==> src/rtl/mem_bus_controller.sv <==
// Single-owner sequencer for main SRAM, the UART data/status registers and the
// graphic-card write port; arbitrates fetch and data requests, one access at a time.
module mem_bus_controller #(
   parameter int RAM_WAIT    = 1,
   parameter int UART_STROBE = 2
) (
   input  logic        clk,
   input  logic        rst,
   input  logic        if_req,
   input  logic [15:0] if_addr,
   output logic [15:0] if_rdata,
   output logic        if_ack,
   input  logic        mem_req,
   input  logic        mem_we,
   input  logic [15:0] mem_addr,
   input  logic [15:0] mem_wdata,
   output logic [15:0] mem_rdata,
   output logic        mem_ack,
   output logic [15:0] ram_addr,
   output logic [15:0] ram_wdata,
   input  logic [15:0] ram_rdata,
   output logic        ram_data_oe,
   output logic        ram_en_n,
   output logic        ram_oe_n,
   output logic        ram_we_n,
   input  logic [7:0]  uart_rdata,
   input  logic        uart_data_ready,
   input  logic        uart_tbre,
   input  logic        uart_tsre,
   output logic        uart_rdn,
   output logic        uart_wrn,
   output logic [7:0]  uart_wdata,
   output logic        vga_we,
   output logic [15:0] vga_wdata
);

   typedef enum logic [2:0] {
      IDLE, RAM_RD, RAM_WR, UART_RD, UART_WR, FINISH
   } state_t;

   localparam logic [15:0] ADDR_UART_DATA = 16'hBF00;
   localparam logic [15:0] ADDR_UART_STAT = 16'hBF01;
   localparam logic [15:0] ADDR_VGA       = 16'hBF0A;

   state_t      state_reg, state_next;
   logic [2:0]  cnt_reg, cnt_next;
   logic        src_mem_reg, src_mem_next;
   logic [15:0] ram_addr_reg, ram_addr_next;
   logic [15:0] ram_wdata_reg, ram_wdata_next;
   logic [7:0]  uart_wdata_reg, uart_wdata_next;
   logic [15:0] vga_wdata_reg, vga_wdata_next;
   logic [15:0] if_rdata_reg, mem_rdata_reg;
   logic        if_ack_reg, mem_ack_reg, vga_we_reg;
   logic        ram_en_n_reg, ram_oe_n_reg, ram_we_n_reg, ram_data_oe_reg;
   logic        uart_rdn_reg, uart_wrn_reg;
   logic [15:0] cap_data;
   logic        cap_en;
   logic        vga_hit;

   always_comb begin
      state_next      = state_reg;
      cnt_next        = cnt_reg;
      src_mem_next    = src_mem_reg;
      ram_addr_next   = ram_addr_reg;
      ram_wdata_next  = ram_wdata_reg;
      uart_wdata_next = uart_wdata_reg;
      vga_wdata_next  = vga_wdata_reg;
      cap_data        = 16'h0000;
      cap_en          = 1'b0;
      vga_hit         = 1'b0;
      case (state_reg)
         IDLE: begin
            if (mem_req) begin
               src_mem_next = 1'b1;
               if (mem_addr == ADDR_UART_DATA) begin
                  state_next = mem_we ? UART_WR : UART_RD;
                  cnt_next   = 3'(UART_STROBE - 1);
                  if (mem_we)
                     uart_wdata_next = mem_wdata[7:0];
               end else if (mem_addr == ADDR_UART_STAT) begin
                  // Status is sampled now; a write here is simply dropped.
                  state_next = FINISH;
                  cap_en     = !mem_we;
                  cap_data   = {14'b0, uart_data_ready, uart_tbre & uart_tsre};
               end else if (mem_addr == ADDR_VGA) begin
                  state_next = FINISH;
                  cap_en     = !mem_we;
                  vga_hit    = mem_we;
                  if (mem_we)
                     vga_wdata_next = mem_wdata;
               end else begin
                  state_next    = mem_we ? RAM_WR : RAM_RD;
                  cnt_next      = 3'(RAM_WAIT);
                  ram_addr_next = mem_addr;
                  if (mem_we)
                     ram_wdata_next = mem_wdata;
               end
            end else if (if_req) begin
               src_mem_next  = 1'b0;
               state_next    = RAM_RD;
               cnt_next      = 3'(RAM_WAIT);
               ram_addr_next = if_addr;
            end
         end
         RAM_RD, UART_RD: begin
            if (cnt_reg == 3'd0) begin
               state_next = FINISH;
               cap_en     = 1'b1;
               cap_data   = (state_reg == RAM_RD) ? ram_rdata : {8'h00, uart_rdata};
            end else begin
               cnt_next = cnt_reg - 3'd1;
            end
         end
         RAM_WR, UART_WR: begin
            if (cnt_reg == 3'd0)
               state_next = FINISH;
            else
               cnt_next = cnt_reg - 3'd1;
         end
         FINISH:  state_next = IDLE;
         default: state_next = IDLE;
      endcase
   end

   // Strobes and acks are registered from the next state so every pin is glitch-free.
   always_ff @(posedge clk) begin
      if (rst) begin
         state_reg       <= IDLE;
         cnt_reg         <= 3'd0;
         src_mem_reg     <= 1'b0;
         ram_addr_reg    <= 16'h0000;
         ram_wdata_reg   <= 16'h0000;
         uart_wdata_reg  <= 8'h00;
         vga_wdata_reg   <= 16'h0000;
         if_rdata_reg    <= 16'h0000;
         mem_rdata_reg   <= 16'h0000;
         if_ack_reg      <= 1'b0;
         mem_ack_reg     <= 1'b0;
         vga_we_reg      <= 1'b0;
         ram_en_n_reg    <= 1'b1;
         ram_oe_n_reg    <= 1'b1;
         ram_we_n_reg    <= 1'b1;
         ram_data_oe_reg <= 1'b0;
         uart_rdn_reg    <= 1'b1;
         uart_wrn_reg    <= 1'b1;
      end else begin
         state_reg       <= state_next;
         cnt_reg         <= cnt_next;
         src_mem_reg     <= src_mem_next;
         ram_addr_reg    <= ram_addr_next;
         ram_wdata_reg   <= ram_wdata_next;
         uart_wdata_reg  <= uart_wdata_next;
         vga_wdata_reg   <= vga_wdata_next;
         if_ack_reg      <= (state_next == FINISH) && !src_mem_next;
         mem_ack_reg     <= (state_next == FINISH) && src_mem_next;
         vga_we_reg      <= vga_hit;
         ram_en_n_reg    <= !((state_next == RAM_RD) || (state_next == RAM_WR));
         ram_oe_n_reg    <= !(state_next == RAM_RD);
         ram_we_n_reg    <= !(state_next == RAM_WR);
         // Keep driving the data bus through FINISH so write data outlives we_n.
         ram_data_oe_reg <= (state_next == RAM_WR) ||
                            ((state_next == FINISH) && (state_reg == RAM_WR));
         uart_rdn_reg    <= !(state_next == UART_RD);
         uart_wrn_reg    <= !(state_next == UART_WR);
         if (cap_en && src_mem_next)
            mem_rdata_reg <= cap_data;
         if (cap_en && !src_mem_next)
            if_rdata_reg <= cap_data;
      end
   end

   assign if_rdata    = if_rdata_reg;
   assign if_ack      = if_ack_reg;
   assign mem_rdata   = mem_rdata_reg;
   assign mem_ack     = mem_ack_reg;
   assign ram_addr    = ram_addr_reg;
   assign ram_wdata   = ram_wdata_reg;
   assign ram_data_oe = ram_data_oe_reg;
   assign ram_en_n    = ram_en_n_reg;
   assign ram_oe_n    = ram_oe_n_reg;
   assign ram_we_n    = ram_we_n_reg;
   assign uart_rdn    = uart_rdn_reg;
   assign uart_wrn    = uart_wrn_reg;
   assign uart_wdata  = uart_wdata_reg;
   assign vga_we      = vga_we_reg;
   assign vga_wdata   = vga_wdata_reg;

endmodule

==> config.mk <==
export PLATFORM = sky130hd
export DESIGN_NAME = mem_bus_controller
export DESIGN_NICKNAME = d
export VERILOG_FILES = /design/src/rtl/mem_bus_controller.sv
export SDC_FILE = /design/constraint.sdc
export NUM_CORES = 1
export LEC_CHECK = 0
export ABC_AREA = 1
export CELL_PAD_IN_SITES_DETAIL_PLACEMENT = 0
export CELL_PAD_IN_SITES_GLOBAL_PLACEMENT = 1
export CORE_MARGIN = 3
export CORE_UTILIZATION = 32
export DETAILED_ROUTE_END_ITERATION = 12
export PLACE_DENSITY = 0.95
export SLEW_MARGIN = 20
export SYNTH_ARGS = -nofsm -noshare
export SYNTH_HDL_FRONTEND = slang
export SYNTH_SLANG_ARGS = --single-unit
==> constraint.sdc <==
create_clock -name clk -period 5.1 [get_ports clk]
set_clock_uncertainty 0.2 [all_clocks]
set_input_delay 1.53 -clock clk [delete_from_list [all_inputs] [get_ports clk]]
set_output_delay 1.53 -clock clk [all_outputs]
set_load 0.005 [all_outputs]
==> metrics <==
Register Area ~2100 sq um; net switching power of the design around 0.97 mW; cell leakage power 2.84 nW; WS Path Type in2reg; area growth from synthesis to layout 47.6%; most frequent cells in the layout clkdlybuf4s50_1 (176), nor2_1 (144), nand2_1 (141), dfxtp_1 (104), o21ai_0 (65); CP required just over 5 ns; Die W between 100 and 150 um; most common cell after layout, fill and taps aside clkdlybuf4s50_1; vias per cell approximately 4.5; final net count about 900; area fraction of the dominant cell type after synthesis 0.458; WHS Endpoint vga_wdata[15]; layout cells sized above 1 0.0657; Fin Hold WS between 0.2 and 0.25 ns; Yosys reg bits 104; post-synth net total ~740; Num CTS Buffers 9; fin crit share 0.747; root buf cell clkbuf_16; Synth Instances 654; vias in the first global route about 4,300; Synth cell types 32; cts hold-fix bufs 0; DRT Pass-1 Iters 4; Critical Path Max Stage Delay around 0.76 ns; WP data arrival approximately 3.9 ns; Seq/Total Area, Yosys 0.458; Detailed Route WL about 13,000 um; Critical R2R Launch state_reg[1]; Synth Cell Area around 4500 sq um; fillers around 1,400; post-synthesis area per instance 6.94 sq um; worst reg-to-reg setup slack approximately 2.8 ns; routed len/inst approximately 13 um; Num Clock Sinks around 100; status complete, no violations; DP Area 6400 sq um; Row Count 42; placed insts 982; CORE AREA about 14,000 sq um; Ports between 150 and 200; Worst slew margin 0.363; Residual DRC 0; GRT Overall Usage 0.171; initial antenna violation count 0; Bufs on Longest Clock Path 2; Hold Crit Class reg2reg; CTS resizes 0; final hold vios 0; R2R Path End vga_wdata[12]; crit-path cells clkdlybuf4s50_1 -> inv_2 -> nor2_4 -> nand2_4 -> o21ai_4 -> inv_2 -> nor2_1 -> nor2_1; fin cells approximately 1,000; R2R cell count 6; starting density of the core 0.335; Slew Limit Fails 0; Worst Slack Setup Final between 1 and 1.5 ns; Sw Share 0.351; post-route cell area around 6700 sq um; DR iter-0 viols around 280; total grt overflow 0; Slowest cell on crit path clkdlybuf4s50_1; max-cap violations 0; HP Start vga_wdata[15]; largest net degree at the start of global routing 39; PortBufs ~180; VDD IR-drop max ~0.00029 V; total number of vias about 4,500; post-place setup slack 0.924 ns; Crit. End Element register; Sum Neg Setup Slack 0 ns; Tmin final between 3 and 4 ns; worst-margin pin slew between 0.9 and 1 ns; Syn. warnings 0; Synth area leader dfxtp_1; critical-path maximum fanout 25; utilization after layout 0.494; Die ar. roughly 16,000 sq um; unrepaired setup endpoints after global routing false; CTS tree built; Max Fclk 262 MHz; Detailed Place HPWL between 9000 and 10,000 um; Final Setup Violations 0; combinational share of power 0.378; Sequential Power Share 0.374; Int Power around 1.8 mW; Final ANT Viol Nets 0; startpoint types primary input; clk slew on worst S/H paths ~0.07 ns; hold depth 2; Clk pwr share 0.248; top post-synthesis cells by area dfxtp_1 (46%), nor2_1 (12%), nand2_1 (12%), o21ai_0 (7.2%), a21oi_1 (5.2%); Clock Latency Late Sink 0.34 ns; Total Power between 2 and 3 mW; first-pass GRT wire length 21,800 um; total setup buffers inserted after CTS 0; Die Height 125 um; RePlAce Congestion 0.800; ant diodes 0; power per standard cell area about 410 nW/um^2; H-tree depth 3; Multi-input gate area between 2000 and 2500 sq um
==> critical path: cells and delay by family <==
kind                   cells  cell delay, ns
AND/OR/NAND/NOR            4            0.58
AO/OA/AOI/OAI              1            0.41
buffers and inverters      3            1.31
==> synthesized netlist by cell type <==
library cell  count
a21oi_1          47
nand3_4           1
o21ai_0          65
xnor2_1           1
inv_1            61
o211ai_4          1
buf_4             2
nor3_1            1
nand2_2           9
buf_6             3
clkinv_1          1
nor2_2            3
nor2_4            1
nand4_1           3
o21ai_1           6
nand2_1         141
a21oi_2           2
inv_2             9
dfxtp_1         104
o21ai_4           1
nor2_8            1
clkinv_2          1
nand3_1          13
nor4_1            1
buf_2             5
nand3_2           2
o211ai_1          2
inv_4             1
clkbuf_1         16
nand2_4           4
ha_1              2
nor2_1          144
==> logic make-up (layout without fill, tap and decap cells) <==
group	Yosys count	in the layout	share of synthesized area
AND/OR/NAND/NOR	324	324	0.298
buffers and inverters	99	267	0.0906
flip-flops	104	104	0.458
adder cells (fa/ha/maj)	2	2	0.00551
AO/OA/AOI/OAI	124	124	0.145
XOR/XNOR	1	1	0.00193
==> worst max path at each step <==
stage / to / cells after the start / start
after CTS: ram_addr[11] / 8 / mem_req
after detailed placement: ram_addr[11] / 8 / mem_req
after global routing: ram_addr[1] / 8 / mem_req
after global placement: ram_addr[3] / 8 / mem_req
after floorplan: mem_rdata[10] / 11 / mem_addr[7]
final: ram_addr[11] / 8 / mem_req
==> area by class of cell <==
class | count | share of cell area
inverter | 73 | 0.0414
tap | 176 | 0.0329
sequential | 104 | 0.311
clock inverter | 6 | 0.0103
multi-input combinational | 451 | 0.306
clock buffer | 10 | 0.0342
timing repair buffer | 178 | 0.265
==> layer usage <==
layer	track usage	up-vias	part of all wire
met5	0	-	0
met4	0.0568	0	0.019
met3	0.0461	14	0.061
met2	0.279	118	0.46
met1	0.221	1992	0.46
li1	-	2366	-
==> power by group through the flow <==
stage / logic (mW) / clock network, mW / registers [mW]
finish: 1.05 / 0.688 / 1.03
global route: 1.19 / 0.737 / 1.06
CTS: 1.07 / 0.718 / 1.04
detailed placement: 1.06 / 0 / 1.05
global placement: 1.05 / 0 / 1.05
floorplan: 0.604 / 0 / 1.06
Note: power is estimated with default switching activity, not from simulation.
